<file path="src/rtl/msx_sdram_arbiter_if.sv">
// ---------------------------------------------------------------------------
// msx_sdram_arbiter_if
//  Bundles every requester and SDRAM-controller signal of msx_sdram_arbiter.
//  slave  : arbiter side (requests in, acks/back-pressure/SDRAM commands out)
//  master : requesters + SDRAM controller side (the mirror image)
//
//  CPU      : cpu_req/cpu_we/cpu_addr/cpu_din -> cpu_dout/cpu_ack/cpu_wait_n
//  Download : dl_wr/dl_addr/dl_data           -> dl_wait
//  Disk DMA : dsk_req/dsk_we/dsk_addr/dsk_din -> dsk_dout/dsk_ack
//  SDRAM    : sdram_addr/sdram_din/sdram_we/sdram_rd -> controller,
//             sdram_dout/sdram_ready <- controller
// ---------------------------------------------------------------------------
interface msx_sdram_arbiter_if #(
    parameter int ADDR_W = 25
);
    logic              cpu_req;
    logic              cpu_we;
    logic [ADDR_W-1:0] cpu_addr;
    logic [7:0]        cpu_din;
    logic [7:0]        cpu_dout;
    logic              cpu_ack;
    logic              cpu_wait_n;

    logic              dl_wr;
    logic [ADDR_W-1:0] dl_addr;
    logic [7:0]        dl_data;
    logic              dl_wait;

    logic              dsk_req;
    logic              dsk_we;
    logic [ADDR_W-1:0] dsk_addr;
    logic [7:0]        dsk_din;
    logic [7:0]        dsk_dout;
    logic              dsk_ack;

    logic [ADDR_W-1:0] sdram_addr;
    logic [7:0]        sdram_din;
    logic              sdram_we;
    logic              sdram_rd;
    logic [7:0]        sdram_dout;
    logic              sdram_ready;

    modport slave (
        input  cpu_req, cpu_we, cpu_addr, cpu_din,
        output cpu_dout, cpu_ack, cpu_wait_n,
        input  dl_wr, dl_addr, dl_data,
        output dl_wait,
        input  dsk_req, dsk_we, dsk_addr, dsk_din,
        output dsk_dout, dsk_ack,
        output sdram_addr, sdram_din, sdram_we, sdram_rd,
        input  sdram_dout, sdram_ready
    );

    modport master (
        output cpu_req, cpu_we, cpu_addr, cpu_din,
        input  cpu_dout, cpu_ack, cpu_wait_n,
        output dl_wr, dl_addr, dl_data,
        input  dl_wait,
        output dsk_req, dsk_we, dsk_addr, dsk_din,
        input  dsk_dout, dsk_ack,
        input  sdram_addr, sdram_din, sdram_we, sdram_rd,
        output sdram_dout, sdram_ready
    );
endinterface

</file>
<file path="src/rtl/msx_sdram_arbiter.sv">
// ---------------------------------------------------------------------------
// msx_sdram_arbiter
//  Shares one 8-bit SDRAM port between CPU slot/mapper accesses, ioctl ROM
//  download writes and disk sector-buffer DMA. One transaction at a time:
//  IDLE -> ISSUE -> WAIT -> DONE -> IDLE.
//
//  Ports
//   clk    : system clock
//   reset  : asynchronous, active-high
//   bus    : msx_sdram_arbiter_if.slave (all requester and SDRAM signals)
//
//  Parameters
//   ADDR_W     : SDRAM byte-address width
//   DSK_STARVE : consecutive CPU grants tolerated while disk waits
//
//  Build option
//   MSX_SDRAM_ARB_RDCACHE_EN : single-entry CPU read cache. A CPU read that
//   hits skips the SDRAM entirely (IDLE -> DONE). Without the macro no cache
//   storage exists.
//
//  Priority CPU > download > disk, with a starvation guard for disk only.
// ---------------------------------------------------------------------------
module msx_sdram_arbiter #(
    parameter int ADDR_W     = 25,
    parameter int DSK_STARVE = 4
) (
    input  logic               clk,
    input  logic               reset,
    msx_sdram_arbiter_if.slave bus
);

    localparam int CNT_W = $clog2(DSK_STARVE + 1);

    typedef enum logic [1:0] {S_IDLE, S_ISSUE, S_WAIT, S_DONE} state_t;
    typedef enum logic [1:0] {G_NONE, G_CPU, G_DL, G_DSK}      gnt_t;

    // FSM
    state_t            state_q, state_d;
    gnt_t              gnt_q, gnt_d;
    logic              wait_first_q, wait_first_d;
    logic [CNT_W-1:0]  starve_cnt_q, starve_cnt_d;

    // per-requester pending slots
    logic              cpu_pend_q, cpu_pend_d;
    logic              cpu_we_q, cpu_we_d;
    logic [ADDR_W-1:0] cpu_addr_q, cpu_addr_d;
    logic [7:0]        cpu_din_q, cpu_din_d;
    logic              dl_pend_q, dl_pend_d;
    logic [ADDR_W-1:0] dl_addr_q, dl_addr_d;
    logic [7:0]        dl_data_q, dl_data_d;
    logic              dsk_pend_q, dsk_pend_d;
    logic              dsk_we_q, dsk_we_d;
    logic [ADDR_W-1:0] dsk_addr_q, dsk_addr_d;
    logic [7:0]        dsk_din_q, dsk_din_d;

    // registered outputs
    logic [ADDR_W-1:0] sdram_addr_q, sdram_addr_d;
    logic [7:0]        sdram_din_q, sdram_din_d;
    logic              sdram_we_q, sdram_we_d;
    logic              sdram_rd_q, sdram_rd_d;
    logic [7:0]        cpu_dout_q, cpu_dout_d;
    logic              cpu_ack_q, cpu_ack_d;
    logic              cpu_wait_n_q, cpu_wait_n_d;
    logic              dl_wait_q, dl_wait_d;
    logic [7:0]        dsk_dout_q, dsk_dout_d;
    logic              dsk_ack_q, dsk_ack_d;

`ifdef MSX_SDRAM_ARB_RDCACHE_EN
    logic              c_valid_q, c_valid_d;
    logic [ADDR_W-1:0] c_addr_q, c_addr_d;
    logic [7:0]        c_data_q, c_data_d;
    logic              cache_hit;
`endif

    // grant selection (only acted on in IDLE)
    gnt_t              gnt_sel;
    logic [ADDR_W-1:0] sel_addr;
    logic [7:0]        sel_din;
    logic              sel_we;
    logic              gnt_we;
    logic              cpu_done, dl_done, dsk_done;
    logic              starved;

    // A requester's slot frees in its DONE cycle, so a strobe arriving in
    // the ack cycle is accepted; this keeps back-to-back requests pending
    // at the next arbitration point.
    assign cpu_done = (state_q == S_DONE) && (gnt_q == G_CPU);
    assign dl_done  = (state_q == S_DONE) && (gnt_q == G_DL);
    assign dsk_done = (state_q == S_DONE) && (gnt_q == G_DSK);

    assign starved  = dsk_pend_q && (starve_cnt_q == CNT_W'(DSK_STARVE));

    always_comb begin
        gnt_sel = G_NONE;
        if (starved)         gnt_sel = G_DSK;
        else if (cpu_pend_q) gnt_sel = G_CPU;
        else if (dl_pend_q)  gnt_sel = G_DL;
        else if (dsk_pend_q) gnt_sel = G_DSK;
    end

    always_comb begin
        sel_addr = dsk_addr_q;
        sel_din  = dsk_din_q;
        sel_we   = dsk_we_q;
        case (gnt_sel)
            G_CPU: begin
                sel_addr = cpu_addr_q;
                sel_din  = cpu_din_q;
                sel_we   = cpu_we_q;
            end
            G_DL: begin
                sel_addr = dl_addr_q;
                sel_din  = dl_data_q;
                sel_we   = 1'b1;
            end
            default: ;
        endcase
    end

    always_comb begin
        gnt_we = dsk_we_q;
        if (gnt_q == G_CPU)     gnt_we = cpu_we_q;
        else if (gnt_q == G_DL) gnt_we = 1'b1;
    end

`ifdef MSX_SDRAM_ARB_RDCACHE_EN
    assign cache_hit = c_valid_q && !cpu_we_q && (c_addr_q == cpu_addr_q);
`endif

    always_comb begin
        state_d      = state_q;
        gnt_d        = gnt_q;
        wait_first_d = wait_first_q;
        starve_cnt_d = starve_cnt_q;

        cpu_pend_d = cpu_pend_q;
        cpu_we_d   = cpu_we_q;
        cpu_addr_d = cpu_addr_q;
        cpu_din_d  = cpu_din_q;
        dl_pend_d  = dl_pend_q;
        dl_addr_d  = dl_addr_q;
        dl_data_d  = dl_data_q;
        dsk_pend_d = dsk_pend_q;
        dsk_we_d   = dsk_we_q;
        dsk_addr_d = dsk_addr_q;
        dsk_din_d  = dsk_din_q;

        sdram_addr_d = sdram_addr_q;
        sdram_din_d  = sdram_din_q;
        sdram_we_d   = 1'b0;
        sdram_rd_d   = 1'b0;
        cpu_dout_d   = cpu_dout_q;
        cpu_ack_d    = 1'b0;
        dsk_dout_d   = dsk_dout_q;
        dsk_ack_d    = 1'b0;
`ifdef MSX_SDRAM_ARB_RDCACHE_EN
        c_valid_d = c_valid_q;
        c_addr_d  = c_addr_q;
        c_data_d  = c_data_q;
`endif

        // completion frees the slot; a same-cycle strobe below re-arms it
        if (cpu_done) cpu_pend_d = 1'b0;
        if (dl_done)  dl_pend_d  = 1'b0;
        if (dsk_done) dsk_pend_d = 1'b0;

        if (bus.cpu_req && (!cpu_pend_q || cpu_done)) begin
            cpu_pend_d = 1'b1;
            cpu_we_d   = bus.cpu_we;
            cpu_addr_d = bus.cpu_addr;
            cpu_din_d  = bus.cpu_din;
        end
        if (bus.dl_wr && (!dl_pend_q || dl_done)) begin
            dl_pend_d = 1'b1;
            dl_addr_d = bus.dl_addr;
            dl_data_d = bus.dl_data;
        end
        if (bus.dsk_req && (!dsk_pend_q || dsk_done)) begin
            dsk_pend_d = 1'b1;
            dsk_we_d   = bus.dsk_we;
            dsk_addr_d = bus.dsk_addr;
            dsk_din_d  = bus.dsk_din;
        end

        case (state_q)
            S_IDLE: begin
                if (bus.sdram_ready && gnt_sel != G_NONE) begin
                    gnt_d        = gnt_sel;
                    sdram_addr_d = sel_addr;
                    sdram_din_d  = sel_din;
                    sdram_we_d   = sel_we;
                    sdram_rd_d   = !sel_we;
                    state_d      = S_ISSUE;
`ifdef MSX_SDRAM_ARB_RDCACHE_EN
                    // hit decided at grant time so arbitration order is
                    // the same with or without the cache
                    if (gnt_sel == G_CPU && cache_hit) begin
                        sdram_we_d = 1'b0;
                        sdram_rd_d = 1'b0;
                        cpu_dout_d = c_data_q;
                        cpu_ack_d  = 1'b1;
                        state_d    = S_DONE;
                    end
`endif
                    if (gnt_sel == G_DSK)
                        starve_cnt_d = '0;
                    else if (gnt_sel == G_CPU && dsk_pend_q && !starved)
                        starve_cnt_d = starve_cnt_q + CNT_W'(1);
                end
            end
            S_ISSUE: begin
                state_d      = S_WAIT;
                wait_first_d = 1'b1;
            end
            S_WAIT: begin
                // controller may still show the previous ready level in the
                // first WAIT cycle, so it is not trusted there
                wait_first_d = 1'b0;
                if (!wait_first_q && bus.sdram_ready) begin
                    state_d = S_DONE;
                    if (gnt_q == G_CPU) begin
                        cpu_ack_d = 1'b1;
                        if (!cpu_we_q) cpu_dout_d = bus.sdram_dout;
`ifdef MSX_SDRAM_ARB_RDCACHE_EN
                        if (!cpu_we_q) begin
                            c_valid_d = 1'b1;
                            c_addr_d  = cpu_addr_q;
                            c_data_d  = bus.sdram_dout;
                        end
`endif
                    end
                    if (gnt_q == G_DSK) begin
                        dsk_ack_d = 1'b1;
                        if (!dsk_we_q) dsk_dout_d = bus.sdram_dout;
                    end
                end
            end
            S_DONE: begin
                state_d = S_IDLE;
                gnt_d   = G_NONE;
`ifdef MSX_SDRAM_ARB_RDCACHE_EN
                // keep the cache coherent with writes that reached SDRAM;
                // downloads overwrite ROM images wholesale, so drop the entry
                if (gnt_q == G_CPU && gnt_we && c_addr_q == cpu_addr_q)
                    c_data_d = cpu_din_q;
                if (gnt_q == G_DSK && gnt_we && c_addr_q == dsk_addr_q)
                    c_valid_d = 1'b0;
                if (gnt_q == G_DL)
                    c_valid_d = 1'b0;
`endif
            end
            default: state_d = S_IDLE;
        endcase

        if (!dsk_pend_q) starve_cnt_d = '0;

        cpu_wait_n_d = !cpu_pend_d;
        dl_wait_d    = dl_pend_d;
    end

    always_ff @(posedge clk or posedge reset) begin
        if (reset) begin
            state_q      <= S_IDLE;
            gnt_q        <= G_NONE;
            wait_first_q <= 1'b0;
            starve_cnt_q <= '0;
            cpu_pend_q   <= 1'b0;
            cpu_we_q     <= 1'b0;
            cpu_addr_q   <= '0;
            cpu_din_q    <= '0;
            dl_pend_q    <= 1'b0;
            dl_addr_q    <= '0;
            dl_data_q    <= '0;
            dsk_pend_q   <= 1'b0;
            dsk_we_q     <= 1'b0;
            dsk_addr_q   <= '0;
            dsk_din_q    <= '0;
            sdram_addr_q <= '0;
            sdram_din_q  <= '0;
            sdram_we_q   <= 1'b0;
            sdram_rd_q   <= 1'b0;
            cpu_dout_q   <= '0;
            cpu_ack_q    <= 1'b0;
            cpu_wait_n_q <= 1'b1;
            dl_wait_q    <= 1'b0;
            dsk_dout_q   <= '0;
            dsk_ack_q    <= 1'b0;
`ifdef MSX_SDRAM_ARB_RDCACHE_EN
            c_valid_q    <= 1'b0;
            c_addr_q     <= '0;
            c_data_q     <= '0;
`endif
        end else begin
            state_q      <= state_d;
            gnt_q        <= gnt_d;
            wait_first_q <= wait_first_d;
            starve_cnt_q <= starve_cnt_d;
            cpu_pend_q   <= cpu_pend_d;
            cpu_we_q     <= cpu_we_d;
            cpu_addr_q   <= cpu_addr_d;
            cpu_din_q    <= cpu_din_d;
            dl_pend_q    <= dl_pend_d;
            dl_addr_q    <= dl_addr_d;
            dl_data_q    <= dl_data_d;
            dsk_pend_q   <= dsk_pend_d;
            dsk_we_q     <= dsk_we_d;
            dsk_addr_q   <= dsk_addr_d;
            dsk_din_q    <= dsk_din_d;
            sdram_addr_q <= sdram_addr_d;
            sdram_din_q  <= sdram_din_d;
            sdram_we_q   <= sdram_we_d;
            sdram_rd_q   <= sdram_rd_d;
            cpu_dout_q   <= cpu_dout_d;
            cpu_ack_q    <= cpu_ack_d;
            cpu_wait_n_q <= cpu_wait_n_d;
            dl_wait_q    <= dl_wait_d;
            dsk_dout_q   <= dsk_dout_d;
            dsk_ack_q    <= dsk_ack_d;
`ifdef MSX_SDRAM_ARB_RDCACHE_EN
            c_valid_q    <= c_valid_d;
            c_addr_q     <= c_addr_d;
            c_data_q     <= c_data_d;
`endif
        end
    end

    assign bus.sdram_addr = sdram_addr_q;
    assign bus.sdram_din  = sdram_din_q;
    assign bus.sdram_we   = sdram_we_q;
    assign bus.sdram_rd   = sdram_rd_q;
    assign bus.cpu_dout   = cpu_dout_q;
    assign bus.cpu_ack    = cpu_ack_q;
    assign bus.cpu_wait_n = cpu_wait_n_q;
    assign bus.dl_wait    = dl_wait_q;
    assign bus.dsk_dout   = dsk_dout_q;
    assign bus.dsk_ack    = dsk_ack_q;

endmodule

</file>
<file path="src/flat_wrapper.sv">
// flat-port wrapper written by rule: the top's interface ports become plain ports
module msx_sdram_arbiter_flat 
#(
    parameter int ADDR_W     = 25,
    parameter int DSK_STARVE = 4
)
  (clk, reset, bus_cpu_req, bus_cpu_we, bus_cpu_addr, bus_cpu_din, bus_cpu_dout, bus_cpu_ack, bus_cpu_wait_n, bus_dl_wr, bus_dl_addr, bus_dl_data, bus_dl_wait, bus_dsk_req, bus_dsk_we, bus_dsk_addr, bus_dsk_din, bus_dsk_dout, bus_dsk_ack, bus_sdram_addr, bus_sdram_din, bus_sdram_we, bus_sdram_rd, bus_sdram_dout, bus_sdram_ready);
  msx_sdram_arbiter_if #(.ADDR_W(ADDR_W)) bus_i ();
  input  logic clk;
  input  logic reset;
  input wire logic [$bits(bus_i.cpu_req)-1:0] bus_cpu_req;
  input wire logic [$bits(bus_i.cpu_we)-1:0] bus_cpu_we;
  input wire logic [$bits(bus_i.cpu_addr)-1:0] bus_cpu_addr;
  input wire logic [$bits(bus_i.cpu_din)-1:0] bus_cpu_din;
  output wire logic [$bits(bus_i.cpu_dout)-1:0] bus_cpu_dout;
  output wire logic [$bits(bus_i.cpu_ack)-1:0] bus_cpu_ack;
  output wire logic [$bits(bus_i.cpu_wait_n)-1:0] bus_cpu_wait_n;
  input wire logic [$bits(bus_i.dl_wr)-1:0] bus_dl_wr;
  input wire logic [$bits(bus_i.dl_addr)-1:0] bus_dl_addr;
  input wire logic [$bits(bus_i.dl_data)-1:0] bus_dl_data;
  output wire logic [$bits(bus_i.dl_wait)-1:0] bus_dl_wait;
  input wire logic [$bits(bus_i.dsk_req)-1:0] bus_dsk_req;
  input wire logic [$bits(bus_i.dsk_we)-1:0] bus_dsk_we;
  input wire logic [$bits(bus_i.dsk_addr)-1:0] bus_dsk_addr;
  input wire logic [$bits(bus_i.dsk_din)-1:0] bus_dsk_din;
  output wire logic [$bits(bus_i.dsk_dout)-1:0] bus_dsk_dout;
  output wire logic [$bits(bus_i.dsk_ack)-1:0] bus_dsk_ack;
  output wire logic [$bits(bus_i.sdram_addr)-1:0] bus_sdram_addr;
  output wire logic [$bits(bus_i.sdram_din)-1:0] bus_sdram_din;
  output wire logic [$bits(bus_i.sdram_we)-1:0] bus_sdram_we;
  output wire logic [$bits(bus_i.sdram_rd)-1:0] bus_sdram_rd;
  input wire logic [$bits(bus_i.sdram_dout)-1:0] bus_sdram_dout;
  input wire logic [$bits(bus_i.sdram_ready)-1:0] bus_sdram_ready;
  assign bus_i.cpu_req = bus_cpu_req;
  assign bus_i.cpu_we = bus_cpu_we;
  assign bus_i.cpu_addr = bus_cpu_addr;
  assign bus_i.cpu_din = bus_cpu_din;
  assign bus_cpu_dout = bus_i.cpu_dout;
  assign bus_cpu_ack = bus_i.cpu_ack;
  assign bus_cpu_wait_n = bus_i.cpu_wait_n;
  assign bus_i.dl_wr = bus_dl_wr;
  assign bus_i.dl_addr = bus_dl_addr;
  assign bus_i.dl_data = bus_dl_data;
  assign bus_dl_wait = bus_i.dl_wait;
  assign bus_i.dsk_req = bus_dsk_req;
  assign bus_i.dsk_we = bus_dsk_we;
  assign bus_i.dsk_addr = bus_dsk_addr;
  assign bus_i.dsk_din = bus_dsk_din;
  assign bus_dsk_dout = bus_i.dsk_dout;
  assign bus_dsk_ack = bus_i.dsk_ack;
  assign bus_sdram_addr = bus_i.sdram_addr;
  assign bus_sdram_din = bus_i.sdram_din;
  assign bus_sdram_we = bus_i.sdram_we;
  assign bus_sdram_rd = bus_i.sdram_rd;
  assign bus_i.sdram_dout = bus_sdram_dout;
  assign bus_i.sdram_ready = bus_sdram_ready;
  msx_sdram_arbiter #(.ADDR_W(ADDR_W), .DSK_STARVE(DSK_STARVE)) u_core (.clk(clk), .reset(reset), .bus(bus_i));
endmodule
</file>
<file path="config.mk">
export PLATFORM = sky130hd
export DESIGN_NAME = msx_sdram_arbiter_flat
export DESIGN_NICKNAME = d
export VERILOG_FILES = /design/src/rtl/msx_sdram_arbiter_if.sv /design/src/rtl/msx_sdram_arbiter.sv /design/src/flat_wrapper.sv
export SDC_FILE = /design/constraint.sdc
export NUM_CORES = 1
export LEC_CHECK = 0
export ABC_AREA = 1
export CORE_ASPECT_RATIO = 0.7
export CORE_MARGIN = 4
export CORE_UTILIZATION = 40
export DETAILED_ROUTE_END_ITERATION = 10
export DONT_BUFFER_PORTS = 1
export PLACE_DENSITY_LB_ADDON = 0.1
export SYNTH_ARGS = -nofsm -noshare
export SYNTH_HDL_FRONTEND = slang
export SYNTH_SLANG_ARGS = --single-unit
</file>
<file path="constraint.sdc">
create_clock -name clk -period 12.1 [get_ports clk]
set_clock_uncertainty 0.15 [all_clocks]
set_input_delay 3.63 -clock clk [delete_from_list [all_inputs] [get_ports clk]]
set_output_delay 3.63 -clock clk [all_outputs]
set_load 0.05 [all_outputs]
</file>
==> results.md, run 1 <==
- Status: complete, no violations
- Top_reg_cell synth: sky130_fd_sc_hd__dfrtp_1
- Buffers on Ports: 0
- Critical path type: reg -> out
- Post-synth design cell area: 0.00733 mm^2
- Total count of hold-check failures in the final report: 0
- Endpoint class of the critical path: output port
- Post-synth top area cell: sky130_fd_sc_hd__dfrtp_1
- Final period util: 40.5%
- # Max-Cap Violations: 0
- Vias in the first global route: 5755
- Total net switching power: 0.00109 W
- Count of vias placed by the detailed router: 5809
- Routed wirelength normalized by instance count: 19.3 um
- Placer congestion estimate: 0.813
- Maximum buffer depth of the clock tree: 2
- Proportion of power drawn by flip-flops and latches: 48.3%
- Aggregate routed wire length: 21100 um
- Height of the die: 121 um
- Synth Instances: 873
- Synthesis-to-layout area growth: 9.77%
- CP startpoint kind: register
- Pre-antenna DRT Iters: 4
- Cell row count: 41
- Shortest clock period the worst path allows after layout: 4.90 ns
- Mapped Avg Cell Area: 8.40 um^2
- Area used by multi-input combinational logic: 0.00283 mm^2
- Initial core utilization: 40.7%
- Cells taking the most area after synthesis: sky130_fd_sc_hd__dfrtp_1 56%, sky130_fd_sc_hd__nand2_1 20%, sky130_fd_sc_hd__nand3_1 11%
- FF+latch area: 0.00416 mm^2
- Setup_tns: 0 ns
- Fraction of registers with async set or reset after synthesis: 100%
- Antenna violations before repair: 1
- Leak Pwr: 4.25 nW
- Worst path arrival time: 1.12 ns
- Cell count of the worst hold path: 2
- Net count, final: 970
- Proportion of netlist area held by the largest area contributor: 56.3%
- Placed instance area: 0.00742 mm^2
- Post-synthesis sequential element count: 166
- Number of cells on the critical path: 0
- Worst-path maximum fanout: 1
- Total routing resource utilization after global routing: 20.9%
- Antenna diodes: 0
- DRC violation count after routing: 0
- Number of buffers created by CTS: 17
- Power per cell area: 304 mW/mm^2
- Per-cell via count in the routed design: 5.31
- Setup-failing EPs final: 0
- Pin count of the biggest net entering global routing: 104
- Fraction of the yosys area taken by sequential cells: 56.7%
- Placeable core area: 0.0180 mm^2
- Number of warnings reported in the yosys synthesis log: 0
- First-pass GRT wire length: 33100 um
- Number of enable flip-flop cells after synthesis: 0
- Post-cts repair resize count: 0
- Sw frac: 44.6%
- Filler cell count in the final layout: 1756
- Clock transition at the registers of the reported paths: 0.06 ns
- Total clock sinks: 166
- Max-slew headroom: 24.7%
- Layout cell share with drive strength beyond 1: 6.17%
- Post-placement worst setup slack: 6.75 ns
- Clock Power Share: 23.4%
- CTS tree: yes
- Post CTS Setup Buffer Count: 0
- Number of cells on the worst reg-to-reg path: 10
- Placed wire-length estimate after detailed placement: 14200 um
- Maximum resistive drop on vdd: 0.111 mV
- Most frequently used cell type in the post-synthesis netlist: sky130_fd_sc_hd__nand2_1
- Final count of pins violating max slew: 0
- Number of distinct standard cells referenced by the synthesized netlist: 22
- Later-pin clock latency in the skew report: 0.42 ns
- Combinational Power Share: 28.3%
- Number of top-level design ports: 170
- Post-synthesis net count: 997
- Setup repair after global routing missed its margin: false
- H-Tree Depth: 4
- List of most frequent post-synthesis cells: 400 x sky130_fd_sc_hd__nand2_1, 165 x sky130_fd_sc_hd__dfrtp_1, 158 x sky130_fd_sc_hd__nand3_1, 33 x sky130_fd_sc_hd__o211ai_1, 24 x sky130_fd_sc_hd__inv_1
- Final WS setup: 7.20 ns
- Internal: 0.00136 W
- Grt total ovfl: 0
- CTS root buffer: sky130_fd_sc_hd__clkbuf_16
- Antenna-violating nets left: 0
- Die X: 170 um
- Post-route standard cell area excluding fillers: 0.00805 mm^2
- Fmax: 204 MHz
- Post-CTS Hold Buffers: 0
- Overall die area: 0.0206 mm^2
- Sum of internal, switching and leakage power: 0.00245 W
- Hold/Removal Path Class: reg -> reg
- Required time at the endpoint of the critical path: 8.32 ns
- Initial drt markers: 414
- Actual transition at the worst max-transition pin: 1.13 ns
path summary, 6_finish.rpt:
check / from / slack [ns] / end
min in group asynchronous: reset / 3.11 / u_core.bus.dsk_dout[0]$_DFFE_PP0P_
hold / removal: u_core.dsk_addr_q[15]$_DFFE_PP0P_ / 0.32 / u_core.dsk_addr_q[15]$_DFFE_PP0P_
hold reg to reg: u_core.dsk_addr_q[15]$_DFFE_PP0P_ / 0.32 / u_core.dsk_addr_q[15]$_DFFE_PP0P_
setup reg to reg: u_core.dl_pend_q$_DFFE_PP0P_ / 9.08 / u_core.starve_cnt_q[2]$_DFFE_PP0P_
setup / recovery: u_core.bus.cpu_wait_n$_DFF_PP1_ / 7.20 / bus_cpu_wait_n
max in group asynchronous: reset / 7.30 / u_core.cpu_din_q[6]$_DFFE_PP0P_
kinds of logic (layout without fill, tap and decap cells):
family | after synthesis | count (layout) | synth area share (%)
simple gates | 578 | 578 | 32.7
flops | 166 | 166 | 56.7
buf+inv | 77 | 63 | 4.88
compound gates | 43 | 43 | 4.21
fa+ha+maj | 9 | 9 | 1.54
cell usage in the layout (no fill, tap or decap), types with 3 or more instances in the layout:
cell type                    count
sky130_fd_sc_hd__nand3_1       157
sky130_fd_sc_hd__clkinvlp_4      3
sky130_fd_sc_hd__ha_1            9
sky130_fd_sc_hd__nor2_1          7
sky130_fd_sc_hd__buf_4           6
sky130_fd_sc_hd__o21ai_0         6
sky130_fd_sc_hd__nor2_2          5
sky130_fd_sc_hd__dfrtp_1       165
sky130_fd_sc_hd__nand2_2         4
sky130_fd_sc_hd__clkbuf_16      17
sky130_fd_sc_hd__bufinv_16       3
sky130_fd_sc_hd__o211ai_1       33
sky130_fd_sc_hd__a21oi_1         3
sky130_fd_sc_hd__inv_1          23
sky130_fd_sc_hd__nand2_1       400
sky130_fd_sc_hd__clkbuf_8        4
routing by layer:
metal	share of wire (%)	GRT usage [%]	wire [um]
met4	1.0	5.08	215
met5	0.062	0	13
met3	8.4	7.03	1780
met2	44	31.3	9270
met1	47	29.4	9830
sequential cells by signal, indices dropped and copies added, names as in the netlist, 2 cells and up:
signal,flops
u_core.bus.sdram_addr,25
u_core.cpu_addr_q,25
u_core.dl_addr_q,25
u_core.dsk_addr_q,25
u_core.bus.cpu_dout,8
u_core.bus.dsk_dout,8
u_core.bus.sdram_din,8
u_core.cpu_din_q,8
u_core.dl_data_q,8
u_core.dsk_din_q,8
u_core.starve_cnt_q,3
u_core.gnt_q,2
u_core.state_q,2
stage by stage:
step                      hold WS (ns)  std cells  util, %
after global routing             0.340       1095     44.7
after global placement           0.305       1063     41.2
final                            0.322       1095     44.7
after detailed placement         0.309       1063     41.2
after floorplan                  0.292        873        -
after CTS                        0.326       1095     44.7
power by group through the flow:
stage,Clock [W],Combinational [W],Sequential [W]
final,0.000574,0.000693,0.00118
after global routing,0.000607,0.000808,0.00121
after CTS,0.000583,0.000704,0.00119
after detailed placement,0,0.000704,0.00119
after global placement,0,0.000681,0.00119
after floorplan,0,0.000555,0.00114
layout make-up:
cell class	count	share of cell area (%)
clock buffers	22	6.01
clock inverters	10	1.79
inverters	25	1.23
multi-input cells	630	35.1
flip-flops and latches	166	51.6
well taps	236	3.67
repair buffers	6	0.559
No activity file was read; power rests on OpenSTA's default activity.
==> run 2, diff against run 1 <==
Clock period 12.1 ns to 4 ns, I/O delays scaled along.
==> results.md, run 2 (same netlist as run 1, synthesis figures left out) <==
- Total clock sinks: 166
- Fmax: 354 MHz
- Hold/Removal Path Class: reg -> reg
- Antenna-violating nets left: 0
- Antenna violations before repair: 1
- H-Tree Depth: 4
- CP startpoint kind: register
- Total routing resource utilization after global routing: 21.0%
- Worst-path maximum fanout: 21
- Placed wire-length estimate after detailed placement: 14500 um
- Aggregate routed wire length: 21400 um
- Net count, final: 973
- Post-route standard cell area excluding fillers: 0.00810 mm^2
- Worst path arrival time: 3.03 ns
- Synthesis-to-layout area growth: 10.4%
- Final period util: 70.7%
- Cell family contributing the most delay on the critical path: simple AND/OR/NAND/NOR gates
- Required time at the endpoint of the critical path: 4.21 ns
- Layout cell share with drive strength beyond 1: 6.50%
- Status: complete, no violations
- Final instance count without filler cells: 1098
- Critical-path cell with the highest stage delay: sky130_fd_sc_hd__dfrtp_1
- Sum of internal, switching and leakage power: 0.00743 W
- Cell row count: 41
- Grt total ovfl: 0
- Maximum resistive drop on vdd: 0.339 mV
- Initial core utilization: 40.7%
- Maximum buffer depth of the clock tree: 2
- Shortest clock period the worst path allows after layout: 2.83 ns
- Later-pin clock latency in the skew report: 0.42 ns
- Number of buffers created by CTS: 17
- Setup_tns: 0 ns
- Clock transition at the registers of the reported paths: 0.07 ns
- CTS root buffer: sky130_fd_sc_hd__clkbuf_16
- Max incr delay on CP: 0.68 ns
- Post-cts repair resize count: 0
- Power per cell area: 917 mW/mm^2
- Inst Count DP: 1066
- Crit path cell chain: o21ai_0 > nand2_1 > inv_1 > ha_1 > inv_1 > nand2_1 > nor2_2 > buf_4 > o211ai_1 > nand2_1
- Leak Pwr: 4.26 nW
- Post CTS Setup Buffer Count: 0
- Critical path type: reg -> reg
- Max-slew headroom: 34.6%
- Endpoint class of the critical path: register
- Total count of hold-check failures in the final report: 0
- Buffers on Ports: 0
- Pin count of the biggest net entering global routing: 70
- Count of vias placed by the detailed router: 5885
- Most frequent standard cell in the layout excluding fill and tap cells: sky130_fd_sc_hd__nand2_1
- Routed wirelength normalized by instance count: 19.5 um
- Number of top-level design ports: 170
- DRC violation count after routing: 0
- # Max-Cap Violations: 0
- Setup-failing EPs final: 0
- Antenna diodes: 0
- Pre-antenna DRT Iters: 5
- Initial drt markers: 573
- Combined buffer and inverter count along the critical path: 3
- Most frequent cells in the layout: 400 x sky130_fd_sc_hd__nand2_1, 165 x sky130_fd_sc_hd__dfrtp_1, 157 x sky130_fd_sc_hd__nand3_1
- Actual transition at the worst max-transition pin: 0.979 ns
- Cell repeated most along the worst path: sky130_fd_sc_hd__nand2_1
- Post-CTS Hold Buffers: 0
- Per-cell via count in the routed design: 5.36
- CTS tree: yes
- Setup repair after global routing missed its margin: false
- Die X: 170 um
- Final count of pins violating max slew: 0
- Placer congestion estimate: 0.841
- First-pass GRT wire length: 33200 um
- Placed instance area: 0.00748 mm^2
- Height of the die: 121 um
- Overall die area: 0.0206 mm^2
- Placeable core area: 0.0180 mm^2
- Vias in the first global route: 5817
run 2: worst paths after layout:
kind / slack (ns) / depth (start not counted) / from / endpoint
max: 1.17 / 10 / u_core.dl_pend_q$_DFFE_PP0P_ / u_core.bus.sdram_addr[1]$_DFFE_PP0P_
min: 0.32 / 2 / u_core.dl_addr_q[4]$_DFFE_PP0P_ / u_core.dl_addr_q[4]$_DFFE_PP0P_
max reg2reg: 1.17 / 10 / u_core.dl_pend_q$_DFFE_PP0P_ / u_core.bus.sdram_addr[1]$_DFFE_PP0P_
min reg2reg: 0.32 / 2 / u_core.dl_addr_q[4]$_DFFE_PP0P_ / u_core.dl_addr_q[4]$_DFFE_PP0P_
max in group asynchronous: 2.12 / 2 / reset / u_core.bus.cpu_wait_n$_DFF_PP1_
min in group asynchronous: 0.70 / 1 / reset / u_core.dsk_din_q[1]$_DFFE_PP0P_
run 2: per-stage QoR:
stage / setup slack, ns / hold WS, ns / utilization, %
floorplan: 0.538 / 0.292 / -
global placement: 1.35 / 0.304 / 41.6
detailed placement: 1.20 / 0.309 / 41.6
CTS: 1.17 / 0.326 / 45.0
global route: 0.987 / 0.340 / 45.0
finish: 1.17 / 0.322 / 45.0
run 2: layout make-up:
type / count / area, um^2
Fill cell: 1782 / 9910
Sequential cell: 166 / 4160
Multi-Input combinational cell: 630 / 2830
Clock buffer: 19 / 443
Tap cell: 236 / 295
Clock inverter: 13 / 171
Timing Repair Buffer: 9 / 105
Inverter: 25 / 97.6
run 2: routing by layer:
metal	GRT usage [%]	vias up	part of all wire [%]
met2	30.3	232	44
li1	-	2781	-
met3	8.53	20	11
met5	0	-	0.061
met4	4.68	2	0.99
met1	29.7	2850	44
run 2: where the power goes:
part,internal (W),switching [W],total (W)
Clock,0.00101,0.000707,0.00172
Sequential,0.00239,0.00120,0.00359
Combinational,0.000690,0.00143,0.00212
run 2: worst min-delay path: stages, from the launching register on:
cell,delay [ns]
sky130_fd_sc_hd__dfrtp_1,0.34
sky130_fd_sc_hd__nand2_1,0.05
sky130_fd_sc_hd__nand2_1,0.05
